$ cat src/rtl/hazard_ctrl_if.sv
// Hazard controller bus: decode-stage instruction tags in, stall/forward controls out.
//   d_read_addr0/1   rs/rt addresses of the instruction in D
//   d_read_stage0/1  stage that consumes rs/rt (0=D, 1=E, 2=M, 3=never)
//   d_write_addr     destination register (0 = no write)
//   d_write_stage    stage whose end produces the result (0=D, 1=E, 2=M)
//   d_md_start       mult/multu/div/divu in D, d_md_div selects divide
//   d_md_use         instruction in D touches HI/LO
//   stall            hold PC and F/D, bubble into D/E
//   fwd_d0/1         D operand source: 0=GRF, 1=E, 2=M, 3=W
//   fwd_e0/1         E operand source: 0=pipeline register, 2=M, 3=W
//   fwd_m1           M store-data source: 0=pipeline register, 3=W
//   md_busy          HI/LO unit busy
interface hazard_ctrl_if;
    logic [4:0] d_read_addr0;
    logic [4:0] d_read_addr1;
    logic [1:0] d_read_stage0;
    logic [1:0] d_read_stage1;
    logic [4:0] d_write_addr;
    logic [1:0] d_write_stage;
    logic       d_md_start;
    logic       d_md_div;
    logic       d_md_use;
    logic       stall;
    logic [1:0] fwd_d0;
    logic [1:0] fwd_d1;
    logic [1:0] fwd_e0;
    logic [1:0] fwd_e1;
    logic [1:0] fwd_m1;
    logic       md_busy;

    modport master (
        output d_read_addr0, d_read_addr1, d_read_stage0, d_read_stage1,
               d_write_addr, d_write_stage, d_md_start, d_md_div, d_md_use,
        input  stall, fwd_d0, fwd_d1, fwd_e0, fwd_e1, fwd_m1, md_busy
    );

    modport slave (
        input  d_read_addr0, d_read_addr1, d_read_stage0, d_read_stage1,
               d_write_addr, d_write_stage, d_md_start, d_md_div, d_md_use,
        output stall, fwd_d0, fwd_d1, fwd_e0, fwd_e1, fwd_m1, md_busy
    );
endinterface

$ cat src/rtl/hazard_ctrl.sv
// Pipeline hazard controller for the five-stage (F/D/E/M/W) MIPS core.
// Shadows the decode-stage register tags through E, M and W, and from them derives the
// F/D stall, the D/E bubble, the forwarding selects and the HI/LO busy interlock.
// Ports:
//   clk    clock
//   reset  synchronous active-high reset
//   hz     hazard_ctrl_if slave: D-stage tags in, stall/forward/md_busy out
module hazard_ctrl #(
    parameter int unsigned MULT_CYCLES = 5,
    parameter int unsigned DIV_CYCLES  = 10
) (
    input logic          clk,
    input logic          reset,
    hazard_ctrl_if.slave hz
);
    localparam int unsigned MaxCycles = (DIV_CYCLES > MULT_CYCLES) ? DIV_CYCLES : MULT_CYCLES;
    localparam int unsigned CntW      = $clog2(MaxCycles + 1);

    typedef struct packed {
        logic [4:0] write_addr;
        logic [1:0] write_stage;
        logic [4:0] read_addr0;
        logic [4:0] read_addr1;
        logic       md_start;
        logic       md_div;
    } slot_t;

    slot_t           e_q, m_q, w_q, e_d;
    logic [CntW-1:0] md_cnt_q, md_cnt_d;
    logic            md_busy;
    logic            stall_data, stall_md, stall;

    // Stall if the nearest in-flight producer of ra cannot deliver before the reader needs it.
    function automatic logic op_stall(input logic [4:0] ra, input logic [1:0] rs,
                                      input slot_t e, input slot_t m, input slot_t w);
        logic st;
        st = 1'b0;
        if (ra != 5'd0) begin
            if (e.write_addr == ra) begin
                st = ({1'b0, e.write_stage} + 3'd1) > (3'd1 + {1'b0, rs});
            end else if (m.write_addr == ra) begin
                st = ({1'b0, m.write_stage} + 3'd1) > (3'd2 + {1'b0, rs});
            end else if (w.write_addr == ra) begin
                st = ({1'b0, w.write_stage} + 3'd1) > (3'd3 + {1'b0, rs});
            end
        end
        return st;
    endfunction

    // Nearest producer wins; if its result is not yet in its pipeline register, read the GRF
    // (the value is either stalled for or re-forwarded later).
    function automatic logic [1:0] fwd_d_sel(input logic [4:0] ra,
                                             input slot_t e, input slot_t m, input slot_t w);
        logic [1:0] sel;
        sel = 2'd0;
        if (ra != 5'd0) begin
            if (e.write_addr == ra) begin
                sel = (e.write_stage < 2'd1) ? 2'd1 : 2'd0;
            end else if (m.write_addr == ra) begin
                sel = (m.write_stage < 2'd2) ? 2'd2 : 2'd0;
            end else if (w.write_addr == ra) begin
                sel = (w.write_stage < 2'd3) ? 2'd3 : 2'd0;
            end
        end
        return sel;
    endfunction

    function automatic logic [1:0] fwd_e_sel(input logic [4:0] ra, input slot_t m, input slot_t w);
        logic [1:0] sel;
        sel = 2'd0;
        if (ra != 5'd0) begin
            if (m.write_addr == ra) begin
                sel = (m.write_stage < 2'd2) ? 2'd2 : 2'd0;
            end else if (w.write_addr == ra) begin
                sel = (w.write_stage < 2'd3) ? 2'd3 : 2'd0;
            end
        end
        return sel;
    endfunction

    assign md_busy    = (md_cnt_q != '0);
    assign stall_data = op_stall(hz.d_read_addr0, hz.d_read_stage0, e_q, m_q, w_q)
                      | op_stall(hz.d_read_addr1, hz.d_read_stage1, e_q, m_q, w_q);
    // A mult/div sitting in E has not loaded the counter yet but already owns HI/LO.
    assign stall_md   = hz.d_md_use & (md_busy | e_q.md_start);
    assign stall      = stall_data | stall_md;

    assign hz.stall   = stall;
    assign hz.md_busy = md_busy;
    assign hz.fwd_d0  = fwd_d_sel(hz.d_read_addr0, e_q, m_q, w_q);
    assign hz.fwd_d1  = fwd_d_sel(hz.d_read_addr1, e_q, m_q, w_q);
    assign hz.fwd_e0  = fwd_e_sel(e_q.read_addr0, m_q, w_q);
    assign hz.fwd_e1  = fwd_e_sel(e_q.read_addr1, m_q, w_q);
    assign hz.fwd_m1  = ((m_q.read_addr1 != 5'd0) && (w_q.write_addr == m_q.read_addr1)
                         && (w_q.write_stage < 2'd3)) ? 2'd3 : 2'd0;

    always_comb begin
        e_d = '0;
        if (!stall) begin
            e_d.write_addr  = hz.d_write_addr;
            e_d.write_stage = hz.d_write_stage;
            e_d.read_addr0  = hz.d_read_addr0;
            e_d.read_addr1  = hz.d_read_addr1;
            e_d.md_start    = hz.d_md_start;
            e_d.md_div      = hz.d_md_div;
        end
    end

    always_comb begin
        md_cnt_d = md_cnt_q;
        if (e_q.md_start) begin
            md_cnt_d = e_q.md_div ? CntW'(DIV_CYCLES) : CntW'(MULT_CYCLES);
        end else if (md_cnt_q != '0) begin
            md_cnt_d = md_cnt_q - CntW'(1);
        end
    end

    always_ff @(posedge clk) begin
        if (reset) begin
            e_q      <= '0;
            m_q      <= '0;
            w_q      <= '0;
            md_cnt_q <= '0;
        end else begin
            e_q      <= e_d;
            m_q      <= e_q;
            w_q      <= m_q;
            md_cnt_q <= md_cnt_d;
        end
    end

    // Slot fields carried for completeness but not consumed in the later stages.
    logic unused_slot_bits;
    assign unused_slot_bits = ^{m_q.read_addr0, m_q.md_start, m_q.md_div,
                                w_q.read_addr0, w_q.read_addr1, w_q.md_start, w_q.md_div};
endmodule

$ cat src/flat_wrapper.sv
// flat-port wrapper written by rule: the top's interface ports become plain ports
module hazard_ctrl_flat 
#(
    parameter int unsigned MULT_CYCLES = 5,
    parameter int unsigned DIV_CYCLES  = 10
)
  (clk, reset, hz_d_read_addr0, hz_d_read_addr1, hz_d_read_stage0, hz_d_read_stage1, hz_d_write_addr, hz_d_write_stage, hz_d_md_start, hz_d_md_div, hz_d_md_use, hz_stall, hz_fwd_d0, hz_fwd_d1, hz_fwd_e0, hz_fwd_e1, hz_fwd_m1, hz_md_busy);
  hazard_ctrl_if hz_i ();
  input logic clk;
  input logic reset;
  input wire logic [$bits(hz_i.d_read_addr0)-1:0] hz_d_read_addr0;
  input wire logic [$bits(hz_i.d_read_addr1)-1:0] hz_d_read_addr1;
  input wire logic [$bits(hz_i.d_read_stage0)-1:0] hz_d_read_stage0;
  input wire logic [$bits(hz_i.d_read_stage1)-1:0] hz_d_read_stage1;
  input wire logic [$bits(hz_i.d_write_addr)-1:0] hz_d_write_addr;
  input wire logic [$bits(hz_i.d_write_stage)-1:0] hz_d_write_stage;
  input wire logic [$bits(hz_i.d_md_start)-1:0] hz_d_md_start;
  input wire logic [$bits(hz_i.d_md_div)-1:0] hz_d_md_div;
  input wire logic [$bits(hz_i.d_md_use)-1:0] hz_d_md_use;
  output wire logic [$bits(hz_i.stall)-1:0] hz_stall;
  output wire logic [$bits(hz_i.fwd_d0)-1:0] hz_fwd_d0;
  output wire logic [$bits(hz_i.fwd_d1)-1:0] hz_fwd_d1;
  output wire logic [$bits(hz_i.fwd_e0)-1:0] hz_fwd_e0;
  output wire logic [$bits(hz_i.fwd_e1)-1:0] hz_fwd_e1;
  output wire logic [$bits(hz_i.fwd_m1)-1:0] hz_fwd_m1;
  output wire logic [$bits(hz_i.md_busy)-1:0] hz_md_busy;
  assign hz_i.d_read_addr0 = hz_d_read_addr0;
  assign hz_i.d_read_addr1 = hz_d_read_addr1;
  assign hz_i.d_read_stage0 = hz_d_read_stage0;
  assign hz_i.d_read_stage1 = hz_d_read_stage1;
  assign hz_i.d_write_addr = hz_d_write_addr;
  assign hz_i.d_write_stage = hz_d_write_stage;
  assign hz_i.d_md_start = hz_d_md_start;
  assign hz_i.d_md_div = hz_d_md_div;
  assign hz_i.d_md_use = hz_d_md_use;
  assign hz_stall = hz_i.stall;
  assign hz_fwd_d0 = hz_i.fwd_d0;
  assign hz_fwd_d1 = hz_i.fwd_d1;
  assign hz_fwd_e0 = hz_i.fwd_e0;
  assign hz_fwd_e1 = hz_i.fwd_e1;
  assign hz_fwd_m1 = hz_i.fwd_m1;
  assign hz_md_busy = hz_i.md_busy;
  hazard_ctrl #(.MULT_CYCLES(MULT_CYCLES), .DIV_CYCLES(DIV_CYCLES)) u_core (.clk(clk), .reset(reset), .hz(hz_i));
endmodule
$ cat config.mk
export PLATFORM = sky130hd
export DESIGN_NAME = hazard_ctrl_flat
export DESIGN_NICKNAME = d
export VERILOG_FILES = /design/src/rtl/hazard_ctrl_if.sv /design/src/rtl/hazard_ctrl.sv /design/src/flat_wrapper.sv
export SDC_FILE = /design/constraint.sdc
export NUM_CORES = 1
export LEC_CHECK = 0
export CELL_PAD_IN_SITES_DETAIL_PLACEMENT = 1
export CELL_PAD_IN_SITES_GLOBAL_PLACEMENT = 2
export CORE_MARGIN = 5
export CORE_UTILIZATION = 34
export CTS_CLUSTER_SIZE = 12
export DETAILED_ROUTE_END_ITERATION = 6
export PLACE_DENSITY = 0.83
export SYNTH_ARGS = -nofsm -noshare
export SYNTH_HDL_FRONTEND = slang
export SYNTH_SLANG_ARGS = --single-unit
$ cat constraint.sdc
create_clock -name clk -period 3.7 [get_ports clk]
set_clock_uncertainty 0.15 [all_clocks]
set_input_delay 0.555 -clock clk [delete_from_list [all_inputs] [get_ports clk]]
set_output_delay 0.555 -clock clk [all_outputs]
set_load 0.005 [all_outputs]
==> impl_metrics.yaml <==
sta:
  fmax_mhz: 278
  slew_headroom: 0.249
  hold-worst-slack_ns: 0.338
  slew_violations: 0
  period_minus_ws_final_ns: 3.60
  timing.final.setup_violations: 0
  worst_pin_slew_ns: 1.12
  timing.final.hold_violations: 0
  postLayoutSetupSlackWorst_ns: 0.0973
  rsz_0062_raised_after_global_routing: "yes"
  min_period_over_period: 0.974
clock_tree:
  cts_tree: "built"
  cts.sink_count: 42
  max-clock-path-buffers: 2
  clock_insertion_delay_worst_skew_ns: 0.29
  cts_buffers: 5
  htree_levels: 2
  path_clk_slew_ns: 0.08
  postCtsHoldBufs: 0
  clockRootBuffer: "clkbuf_8"
run_status:
  run_status: "finished clean"
global_route:
  globalRouteTotalUtil: 0.155
  number_of_global_route_vias_before_repair: 2375
  global_route.overflow_total: 0
  global_route_wire_length_before_repair_mm: 12.3
  grt_start_max_net_pins: 33
  grt_antenna_before_repair: 0
detailed_routing:
  drt_pre_antenna_iters: 4
  via_density_per_instance: 4.91
  drt-initial-drc-count: 37
  vias_after_detailed_routing: 2248
  postRouteWirelength_mm: 7.54
  drt.antenna.violating_nets: 0
  detail_route.drc_violations: 0
  detail_route.wl_per_cell_um: 16.5
placed_design:
  detailedPlacementHpwl_mm: 5.91
  buffer_ports.inserted: 37
  placedCellCount: 449
  globalplace.congestion: 0.842
  dp_slack_ns: -0.422
worst_setup_path:
  cpPeakStageDelay_ns: 0.49
  critPathKind: "input pin to output port"
  rr_endpoint: "u_core.e_q[9]$_SDFF_PP0_"
  critPathMaxFanout: 3
  timing.critical_path.cells: "clkdlybuf4s50_1 > inv_1 > ha_2 > ha_4 > nor2b_4 > a221oi_1 > or4_1 > o211a_1 > o32ai_2 > nand2b_4 > clkbuf_2"
  slowest_stage: "clkdlybuf4s50_1"
  worst-endpoint-required_ns: 2.99
  reg2reg_setup_slack_ns: 0.85
  critical_path.reg2reg.startpoint: "u_core.w_q[12]$_SDFF_PP0_"
  setup.worst_path.start_class: "input pin"
  r2r.worst_path.cells: 10
  critical_path.endpoint_type: "output port"
  crit_arrival_ns: 2.90
worst_hold_path:
  worst_hold_path.num_cells: 2
  worst_hold_endpoint: "u_core.m_q[13]$_SDFF_PP0_"
  worstHoldPathType: "flip-flop to flip-flop"
  hp-start: "u_core.e_q[13]$_SDFF_PP0_"
die:
  initial_core_util: 0.352
  fp.dieArea_um2: 9990
  floorplan.core_area_um2: 7810
  fp-row-count: 32
  dieHeight_um: 99.9
  floorplan.io_pins: 38
  dieWidth_um: 99.9
logic_synthesis:
  syn_nets: 361
  ys_dominant_reg_cell: "dfxtp_1"
  synth_area_leader_cell: "dfxtp_1"
  synth_unique_cells: 37
  synth-edff-count: 0
  synth.cell_area_um2: 2750
  yosysSeqAreaShare: 0.306
  synth_largest_type_area_fraction: 0.306
  yosys-top-cells-area: "dfxtp_1, ha_1, xor2_1"
  synth.ff_latch_count: 42
  asr_flop_ratio_synth: 0
  yosysWarningCount: 0
  synth_instances: 307
  syn-mean-instance-area_um2: 8.96
layout:
  finalNonFillerCells: 458
  layout-drive-gt1-share: 0.112
  antenna_cells: 0
  nNetsFinal: 409
  synthToLayoutAreaGrowth_pct: 25.0
run:
  timing.max_cap.violations: 0
power_and_ir_drop:
  peak_supply_drop_mv: 0.279
  p_leak_nw: 1.54
  pwr_density_cell_nw_per_um2: 446
## synth_stat cells, types with 5 or more instances
cell,instances
dfxtp_1,42
nor2_1,23
xor2_1,34
xnor2_1,23
a21oi_1,10
ha_1,28
buf_6,5
clkbuf_1,7
nand3b_1,11
nor3_1,11
buf_2,5
nand2_1,12
inv_1,15
nor4_1,7
nor2b_1,19
nand3_1,8
o21ai_0,6
nand4_1,5
nor4bb_1,10
## critical path: cells and delay by family
| kind | cells | cell delay (ns) |
|---|---|---|
| AND/OR/NAND/NOR | 3 | 0.78 |
| buffers and inverters | 3 | 0.67 |
| adder cells (fa/ha/maj) | 2 | 0.47 |
| AO/OA/AOI/OAI | 3 | 0.42 |
## state kept, by name, summed over array words and instances (netlist names)
name / count
u_core.e_q: 19
u_core.m_q: 12
u_core.md_cnt_q: 4
u_core.w_q: 7
## per-layer routing
metal	track usage	vias up	share of wire	routed length, µm
met5	0	-	0	0
met3	0.0313	7	0.037	279
met2	0.275	30	0.50	3740
met4	0.0284	0	0.0061	46
li1	-	1138	-	-
met1	0.195	1073	0.46	3470
## placed cells by master (no fill, tap or decap), types with 5 or more instances in the layout
| cell type | n |
|---|---|
| nor2_1 | 23 |
| nand3b_1 | 11 |
| buf_4 | 23 |
| nor4_1 | 6 |
| nand3_1 | 8 |
| xor2_1 | 34 |
| inv_1 | 15 |
| clkbuf_8 | 6 |
| nand2_1 | 12 |
| a21oi_1 | 10 |
| ha_1 | 25 |
| dfxtp_1 | 42 |
| o21ai_0 | 5 |
| clkdlybuf4s50_1 | 36 |
| xnor2_1 | 23 |
| nor4bb_1 | 10 |
| nand4_1 | 5 |
| nor2b_1 | 18 |
| nor3_1 | 11 |
## stage by stage
step | utilization | TNS [ns] | power, mW | instance area [µm²]
after global routing | 0.440 | -0.0174 | 1.65 | 3440
after floorplan | - | 0 | 0.990 | 2750
final | 0.440 | 0 | 1.53 | 3440
after detailed placement | 0.421 | -0.422 | 1.23 | 3290
after global placement | 0.421 | -0.335 | 1.21 | 3290
after CTS | 0.438 | 0 | 1.55 | 3420
## logic make-up (layout without fill, tap and decap cells)
| logic type | count (synthesis) | after routing | share of synthesized area |
|---|---|---|---|
| AOI/OAI and AO/OA | 29 | 29 | 0.0705 |
| buffers and inverters | 34 | 83 | 0.0651 |
| muxes | 1 | 1 | 0.00364 |
| xor gates and xnor gates | 57 | 57 | 0.182 |
| DFF | 42 | 42 | 0.306 |
| and+or+nand+nor | 116 | 116 | 0.246 |
| adders and majority gates | 28 | 28 | 0.127 |
## how the worst max path moves through the flow
| stage | startpoint | to | slack [ns] | cells after the start |
|---|---|---|---|---|
| floorplan | hz_d_read_stage0[0] | hz_stall | 0.60 | 9 |
| global placement | hz_d_read_stage0[0] | hz_stall | -0.33 | 10 |
| detailed placement | hz_d_read_stage0[0] | hz_stall | -0.42 | 11 |
| CTS | hz_d_read_stage0[0] | hz_stall | 0.006 | 10 |
| global route | hz_d_read_stage0[0] | hz_stall | -0.02 | 11 |
| finish | hz_d_read_stage0[0] | hz_stall | 0.1 | 11 |
## power by group
part / total (mW) / leakage (nW) / switching (mW) / internal (mW)
clock network: 0.309 / 0.0472 / 0.159 / 0.150
registers: 0.597 / 0.344 / 0.0798 / 0.517
logic: 0.625 / 1.15 / 0.291 / 0.334
total: 1.53 / 1.54 / 0.530 / 1.00
## timing repair
| item | in CTS | in global routing |
|---|---|---|
| endpoints found under the setup margin | 1 | 2 |
| setup buffers | 1 | 0 |
| cloned | 0 | 0 |
| pin swaps | 1 | 0 |
| gates resized for setup | 6 | 3 |
## final cells by class
| type | instances | area, µm² |
|---|---|---|
| clock buffer | 6 | 82.6 |
| clock inverter | 2 | 12.5 |
| fill | 935 | 4370 |
| inverter | 15 | 56.3 |
| multi-input combinational | 231 | 1780 |
| sequential | 42 | 841 |
| tap | 102 | 128 |
| timing repair buffer | 60 | 538 |
(Power assumes the default switching activity.)
